--- src/rtl/fetch_unit_pkg.sv ---
// Shared core constants and types for the instruction fetch unit.
// Holds the fetch FSM state encoding and the default reset vector / PC step.
// Imported by fetch_unit and by anything that needs to decode its state.
package fetch_unit_pkg;

  typedef enum logic [2:0] {
    ST_IDLE  = 3'd0,
    ST_REQ   = 3'd1,
    ST_WAIT  = 3'd2,
    ST_HOLD  = 3'd3,
    ST_DRAIN = 3'd4
  } fetch_state_e;

  localparam logic [31:0] RESET_VECTOR_DEF = 32'h0100_0000;
  localparam int unsigned PC_STEP_DEF      = 4;

  // Cycles after reset release during which a leftover memory response is discarded.
  localparam logic [2:0]  RST_GUARD_CYCLES = 3'd4;

  // Redirect targets are forced onto a word boundary.
  function automatic logic [31:0] align_word(input logic [31:0] addr);
    return addr & 32'hFFFF_FFFC;
  endfunction

endpackage

--- src/rtl/fetch_unit.sv ---
// Purpose: single-outstanding instruction fetch FSM between PC register, imem and decode.
// Latency: imem_req one cycle after the PC load; if_valid the cycle after imem_rvalid.
// Backpressure: if_valid/if_instr/if_pc hold until if_ready; no new fetch while holding.
module fetch_unit
  import fetch_unit_pkg::*;
#(
  parameter logic [31:0] RESET_VECTOR = RESET_VECTOR_DEF,
  parameter int unsigned PC_STEP      = PC_STEP_DEF
) (
  input  logic        clk,
  input  logic        rst,
  input  logic [31:0] pc_in,
  output logic        pc_en,
  output logic [31:0] pc_next,
  input  logic        redirect,
  input  logic [31:0] redirect_pc,
  output logic        imem_req,
  output logic [31:0] imem_addr,
  input  logic        imem_rvalid,
  input  logic [31:0] imem_rdata,
  output logic        if_valid,
  input  logic        if_ready,
  output logic [31:0] if_instr,
  output logic [31:0] if_pc
);

  localparam logic [31:0] STEP = 32'(PC_STEP);

  fetch_state_e state_q, state_d;
  logic         if_valid_q, if_valid_d;
  logic [31:0]  if_instr_q, if_instr_d;
  logic [31:0]  if_pc_q, if_pc_d;
  logic [2:0]   guard_q, guard_d;
  logic         stale_q, stale_d;

  logic         pc_en_c;
  logic [31:0]  pc_next_c;
  logic         imem_req_c;
  logic         stale_pending;
  logic         rvalid_eff;
  logic         outstanding;
  logic [31:0]  redirect_tgt;

  // A response left over from before reset is only expected inside the guard window.
  assign stale_pending = stale_q && (guard_q != 3'd0);
  assign rvalid_eff    = imem_rvalid && !stale_pending;
  assign outstanding   = (state_q == ST_WAIT) || (state_q == ST_DRAIN);
  assign redirect_tgt  = align_word(redirect_pc);

  // Fetch FSM: next state, PC load strobe, memory request and decode-side capture.
  always_comb begin
    state_d    = state_q;
    if_valid_d = if_valid_q;
    if_instr_d = if_instr_q;
    if_pc_d    = if_pc_q;
    pc_en_c    = 1'b0;
    pc_next_c  = RESET_VECTOR;
    imem_req_c = 1'b0;

    unique case (state_q)
      ST_IDLE: begin
        pc_en_c    = 1'b1;
        pc_next_c  = redirect ? redirect_tgt : RESET_VECTOR;
        if_valid_d = 1'b0;
        state_d    = ST_REQ;
      end
      ST_REQ: begin
        // A redirect here suppresses the request so the stale PC never reaches imem.
        if (redirect) begin
          pc_en_c   = 1'b1;
          pc_next_c = redirect_tgt;
        end else if (!stale_pending) begin
          imem_req_c = 1'b1;
          state_d    = ST_WAIT;
        end
      end
      ST_WAIT: begin
        if (redirect) begin
          pc_en_c    = 1'b1;
          pc_next_c  = redirect_tgt;
          if_valid_d = 1'b0;
          state_d    = rvalid_eff ? ST_REQ : ST_DRAIN;
        end else if (rvalid_eff) begin
          if_instr_d = imem_rdata;
          if_pc_d    = pc_in;
          if_valid_d = 1'b1;
          pc_en_c    = 1'b1;
          pc_next_c  = pc_in + STEP;
          state_d    = ST_HOLD;
        end
      end
      ST_HOLD: begin
        // Redirect takes priority over a simultaneous decode handshake.
        if (redirect) begin
          pc_en_c    = 1'b1;
          pc_next_c  = redirect_tgt;
          if_valid_d = 1'b0;
          state_d    = ST_REQ;
        end else if (if_ready) begin
          if_valid_d = 1'b0;
          state_d    = ST_REQ;
        end
      end
      ST_DRAIN: begin
        // If the dropped response lands together with a new redirect, nothing is left in flight.
        if (redirect) begin
          pc_en_c   = 1'b1;
          pc_next_c = redirect_tgt;
          state_d   = rvalid_eff ? ST_REQ : ST_DRAIN;
        end else if (rvalid_eff) begin
          state_d = ST_REQ;
        end
      end
      default: state_d = ST_IDLE;
    endcase

    if (rst) begin
      state_d    = ST_IDLE;
      if_valid_d = 1'b0;
      if_instr_d = '0;
      if_pc_d    = '0;
      pc_en_c    = 1'b0;
      pc_next_c  = RESET_VECTOR;
      imem_req_c = 1'b0;
    end
  end

  // Post-reset guard: remember an abandoned request and swallow its response if it shows up soon.
  always_comb begin
    guard_d = guard_q;
    stale_d = stale_q;
    if (rst) begin
      guard_d = RST_GUARD_CYCLES;
      stale_d = (stale_pending || outstanding) && !imem_rvalid;
    end else begin
      guard_d = (guard_q != 3'd0) ? guard_q - 3'd1 : 3'd0;
      stale_d = stale_pending && !imem_rvalid;
    end
  end

  // State and decode-side registers.
  always_ff @(posedge clk) begin
    state_q    <= state_d;
    if_valid_q <= if_valid_d;
    if_instr_q <= if_instr_d;
    if_pc_q    <= if_pc_d;
    guard_q    <= guard_d;
    stale_q    <= stale_d;
  end

  assign pc_en     = pc_en_c;
  assign pc_next   = pc_next_c;
  assign imem_req  = imem_req_c;
  assign imem_addr = pc_in;
  assign if_valid  = if_valid_q && !rst;
  assign if_instr  = rst ? 32'h0 : if_instr_q;
  assign if_pc     = rst ? 32'h0 : if_pc_q;

endmodule

--- config.mk ---
export PLATFORM = sky130hd
export DESIGN_NAME = fetch_unit
export DESIGN_NICKNAME = d
export VERILOG_FILES = /design/src/rtl/fetch_unit_pkg.sv /design/src/rtl/fetch_unit.sv
export SDC_FILE = /design/constraint.sdc
export NUM_CORES = 1
export LEC_CHECK = 0
export CORE_MARGIN = 3
export CORE_UTILIZATION = 40
export CTS_BUF_LIST = sky130_fd_sc_hd__clkbuf_16
export DETAILED_ROUTE_END_ITERATION = 8
export GPL_TIMING_DRIVEN = 0
export PLACE_DENSITY = 0.84
export SYNTH_ARGS = -nofsm -noshare
export SYNTH_HDL_FRONTEND = slang
export SYNTH_SLANG_ARGS = --single-unit
--- constraint.sdc ---
create_clock -name clk -period 2.2 [get_ports clk]
set_input_delay 0.33 -clock clk [delete_from_list [all_inputs] [get_ports clk]]
set_output_delay 0.33 -clock clk [all_outputs]
set_load 0.02 [all_outputs]
# --- Word-level counts from Yosys, hierarchy flattened ---
# Index checks and enable logic that the tools add are counted.
word_totals:
  n_memories: 0
  in_bits: 101
  register_bits: 72
  latch_bits: 0
  ramBits: 0
  rom_bits: 0
  output_inout_bits: 131
op_classes:
  mul: 0
  bitwise: 2
  addsub: 2
  eq_ne: 9
  reduce_logical: 19
  muxes: 33
  shifts: 0
  div_mod_pow: 0
  magnitude_cmp: 0
op_table:
  columns: ["cell", "n"]
  rows:
  - ["$mux W32", 6]
  - ["$pmux W32 S2", 1]
  - ["$add A32 B3 Y32 const B", 1]
  - ["$mux W3", 10]
  - ["$pmux W3 S5", 1]
  - ["$mux W1", 13]
  - ["$ne A3 B3 Y1 const B", 3]
  - ["$eq A3 B2 Y1 const B", 2]
  - ["$pmux W1 S3", 2]
  - ["$reduce_and A3 Y1", 2]
  - ["$reduce_bool A3 Y1", 2]
  - ["$logic_and A1 B1 Y1", 5]
  - ["$reduce_and A5 Y1", 1]
  - ["$ne A2 B2 Y1 const B", 2]
  - ["$reduce_or A4 Y1", 1]
  - ["$eq A3 B1 Y1 const B", 1]
  - ["$eq A3 B3 Y1 const B", 1]
  - ["$logic_not A1 Y1", 3]
  - ["$logic_not A3 Y1", 1]
  - ["$reduce_or A3 Y1", 1]
  - ["$sub A3 B1 Y3 const B", 1]
  - ["$logic_or A1 B1 Y1", 2]
  - ["$not A1 Y1", 2]
  - ["$reduce_or A2 Y1", 1]

# --- Logic depth before layout (Yosys ltp) ---
logic_depth:
  word_depth: 8
  mapped_depth: 10
  depth_no_buf: 8

# --- Least setup slack after synthesis ---
# Ideal clock, no wire load.
synth_path:
  path_kind: "register to output"
  start: "reg guard_q[0]"
  end: "out pc_next[30]"
  slack_ns: -0.144
  arrival_ns: 2.014
  path_stages_with_launch: 9
  required_time_ns: 1.870
  path_cell_list: "dfxtp_1 -> inv_1 -> ha_1 -> ha_1 -> nand2b_1 -> nand2_1 -> or3_1 -> buf_2 -> o21ai_0"
synth_between:
  elab_chain_len: 8
synth_rtl:
  columns: ["item", "line", "source"]
  rows:
  - ["start, declared", "fetch_unit.sv:33", "logic [2:0] guard_q, guard_d;"]
  - ["start signal, assigned", "fetch_unit.sv:147", "guard_q <= guard_d;"]
  - ["$reduce_bool A3 Y1", "fetch_unit.sv:45", "assign stale_pending = stale_q && (guard_q != 3'd0);"]
  - ["$logic_and A1 B1 Y1", "fetch_unit.sv:45", null]
  - ["$logic_not A1 Y1", null, null]
  - ["$logic_and A1 B1 Y1", "fetch_unit.sv:46", "assign rvalid_eff = imem_rvalid && !stale_pending;"]
  - ["$mux W32", "fetch_unit.sv:83", "end else if (rvalid_eff) begin"]
  - ["$mux W32", "fetch_unit.sv:78", "if (redirect) begin"]
  - ["$pmux W32 S2", "fetch_unit.sv:60", "unique case (state_q)"]
  - ["$mux W32", "fetch_unit.sv:117", "if (rst) begin"]
  - ["end, declared", "fetch_unit.sv:14", "output logic [31:0] pc_next,"]
# Every way passes these cells.

# --- Final worst setup path ---
layout_path:
  start: "reg guard_q[1]"
  end: "out pc_next[13]"
# Same word-level chain as after synthesis.

==> flow_summary.yaml <==
sta:
  setup_violations: 33
  hold_viol: 0
  clock_skew_ns: 0.00915
  worst_pin_slew_ns: 0.670
  period_needed_ns: 2.47
  max_freq_mhz: 404
  finalMaxSlewViolations: 0
  rsz0062_at_grt: "true"
  relSlewSlack_pct: 55.3
  holdWs_ns: 0.331
  finalWorstSetupSlack_ns: -0.273
  finalCritPeriodShare_pct: 112
  setup_tns_ns: -6.05
detailed_routing:
  wire_per_inst_um: 17.8
  vias: 5156
  via_per_inst: 5.25
  drt_iter0_drc: 308
  drc_errors: 0
  drt_first_pass_iters: 4
  drt-total-wl_um: 17500
  ant_nets: 0
placed_design:
  gp_congestion: 0.871
  place_ws_ns: -1.10
  place_hpwl_um: 12800
  portBuffers: 229
  placed_area_um2: 6700
die:
  initial_core_util_pct: 42.2
  dieWidth_um: 109
  die_area_um2: 11900
  die-height_um: 109
  core_area_um2: 10000
  io_pins: 232
  rows: 36
logic_synthesis:
  synthArstFlopShare_pct: 0
  synth-main-ff-cell: "dfxtp_1"
  yosysTopAreaCellShare_pct: 34.0
  yosysWarnings: 0
  synth_cell_types: 44
  syn_inst: 587
  ys_seq_area_share_pct: 34.0
  synth_area_leaders: "dfxtp_1 (34%), nand2_1 (14%), nor2b_1 (9.6%)"
  synth-seq-cells: 72
  syn_area_um2: 4240
  yosysTopAreaCell: "dfxtp_1"
  synth_edf_count: 0
  synth_nets: 692
  syn_area_per_cell_um2: 7.22
run:
  drv_cap: 0
cts:
  cts_buffers: 9
  clk_latency_ns: 0.33
  cts_tree: "yes"
  clockBufferDepth: 2
  clk_pin_slew_worst_paths_ns: 0.06
  clock-sinks: 72
  cts_max_level: 3
  root_buffer: "clkbuf_16"
critical_path:
  worstPathMaxFanout: 5
  path_class: "register to output pin"
  end_kind: "output pin"
  arrival_ns: 2.14
  reg2regPathDepth: 11
  critPathCapture: "pc_next[13]"
  rr_endpoint: "if_pc_q[19]$_SDFFE_PP0P_"
  start_kind: "register"
  cp.required_ns: 1.87
  setup.worst_path.start: "guard_q[1]$_SDFF_PP0_"
  reg2reg_from: "guard_q[1]$_SDFF_PP0_"
  reg2reg_slack_ns: 0.10
power_and_ir_drop:
  swShare_pct: 29.6
  p_leak_nw: 3.10
  pwr-share-seq_pct: 37.3
  internal_power_w: 0.00254
  p_clk_share_pct: 39.2
  p_sw_w: 0.00107
  power_frac_comb_pct: 23.5
  vdd_drop_max_uv: 414
  p_per_area_nw_per_um2: 483
global_routing:
  overflow: 0
  grt_max_degree: 16
  grt_use_total_pct: 27.1
  grt_pass1_wl_um: 25100
  antenna_found_initial: 0
  grt_pass1_vias: 4960
layout:
  n_antenna_cell: 0
  drive_above_1_share_pct: 24.5
  final_area_um2: 7460
  areaGrowthSynthToFinish_pct: 76.2
  final_common_cell: "nand2_1"
  fillCellCount: 744
  layout.nets: 949
  layout_common_cells: "nand2_1 (159), clkdlybuf4s50_1 (108), dfxtp_1 (70), a21oi_1 (69), dlygate4sd2_1 (68)"
outcome:
  violations: "setup timing"
  outcome: "complete, but fails checks"
min_path:
  hold_path.class: "input pin to register"
==> logic make-up after synthesis <==
family                   count (synthesis)  synth area share (%)
buffers and inverters                   78                  10.2
AND/OR/NAND/NOR                        297                  34.3
flip-flops                              72                  34.0
multiplexers                             1                 0.236
adder cells (fa/ha/maj)                  4                  1.18
XOR/XNOR                                29                  6.00
AO/OA/AOI/OAI                          106                  14.0
==> worst min path at each step <==
stage | from | slack, ns | endpoint | cells past startpoint
after floorplan | imem_rvalid | 0.40 | stale_q$_DFF_P_ | 1
after global placement | guard_q[0]$_SDFF_PP0_ | 0.41 | guard_q[0]$_SDFF_PP0_ | 1
after detailed placement | guard_q[0]$_SDFF_PP0_ | 0.41 | guard_q[0]$_SDFF_PP0_ | 1
after CTS | guard_q[0]$_SDFF_PP0_ | 0.41 | guard_q[0]$_SDFF_PP0_ | 1
after global routing | pc_in[3] | 0.33 | if_pc_q[3]$_SDFFE_PP0P_ | 3
final | pc_in[3] | 0.33 | if_pc_q[3]$_SDFFE_PP0P_ | 3
==> cell usage after synthesis, drive strengths merged, types with 3 or more instances <==
library cell and n:
o21ai 24, buf 49, and3 3, nor4 3
dfxtp 72, inv 8, nand3 12, xnor2 8
nor3 6, ha 4, clkbuf 21, nand2 161
nor2b 65, nand4 13, a21oi 70, a22oi 7
xor2 21, and4 3, nor2 17, and2 4
==> routing by layer <==
layer  part of all wire, %  wire (um)  track usage [%]  up-vias
li1                      -          -                -     2413
met1                    38       6550             32.0     2448
met2                    51       8980             47.9      248
met3                   7.7       1340             5.45       47
met4                   3.3        584             10.8        0
met5                     0          0                0        -
==> metrics by stage <==
stage / util, % / total power, W / instances
detailed placement: 66.7 / 0.00210 / 949
global placement: 66.7 / 0.00209 / 949
finish: 74.3 / 0.00361 / 982
CTS: 71.5 / 0.00353 / 977
global route: 74.3 / 0.00372 / 982
floorplan: - / 0.00168 / 587
==> cell type report <==
cell class	instances	area, um2	area share [%]
repair buffers	247	2380	31.9
well taps	133	166	2.23
multi-input cells	437	2680	35.9
inverters	8	30.0	0.402
clock inverters	7	62.6	0.838
plain buffers	69	470	6.30
clock buffers	9	225	3.02
flip-flops and latches	72	1440	19.3
==> registers in the layout, indices dropped and copies added, names as in the netlist <==
| signal | cells |
|---|---|
| state_q | 3 |
| if_valid_q | 1 |
| guard_q | 3 |
| stale_q | 1 |
| if_pc_q | 32 |
| if_instr_q | 32 |
==> power by group through the flow <==
stage	combinational [W]	clock, W	sequential, W
2_1_floorplan	0.000315	0	0.00137
3_3_place_gp	0.000719	0	0.00137
3_5_place_dp	0.000729	0	0.00137
4_1_cts	0.000760	0.00143	0.00134
5_1_grt	0.000895	0.00148	0.00135
6_report	0.000849	0.00141	0.00135
==> timing repair <==
action | CTS | global route
pin swaps | 12 | 28
gates resized for setup | 374 | 62
gates cloned | 1 | 1
buffers inserted | 12 | 4
hold buffers | 0 | 0
setup endpoints to repair | 134 | 91
==> worst max-delay path: stages (launching register included) <==
cell and delay (ns):
dfxtp_2 0.32, inv_2 0.07, ha_4 0.14, ha_4 0.13, nand2b_4 0.14, nand2_4 0.07, or3_4 0.46, buf_8 0.18
o21ai_2 0.15, buf_6 0.14
Power figures use the tool's default switching activity.
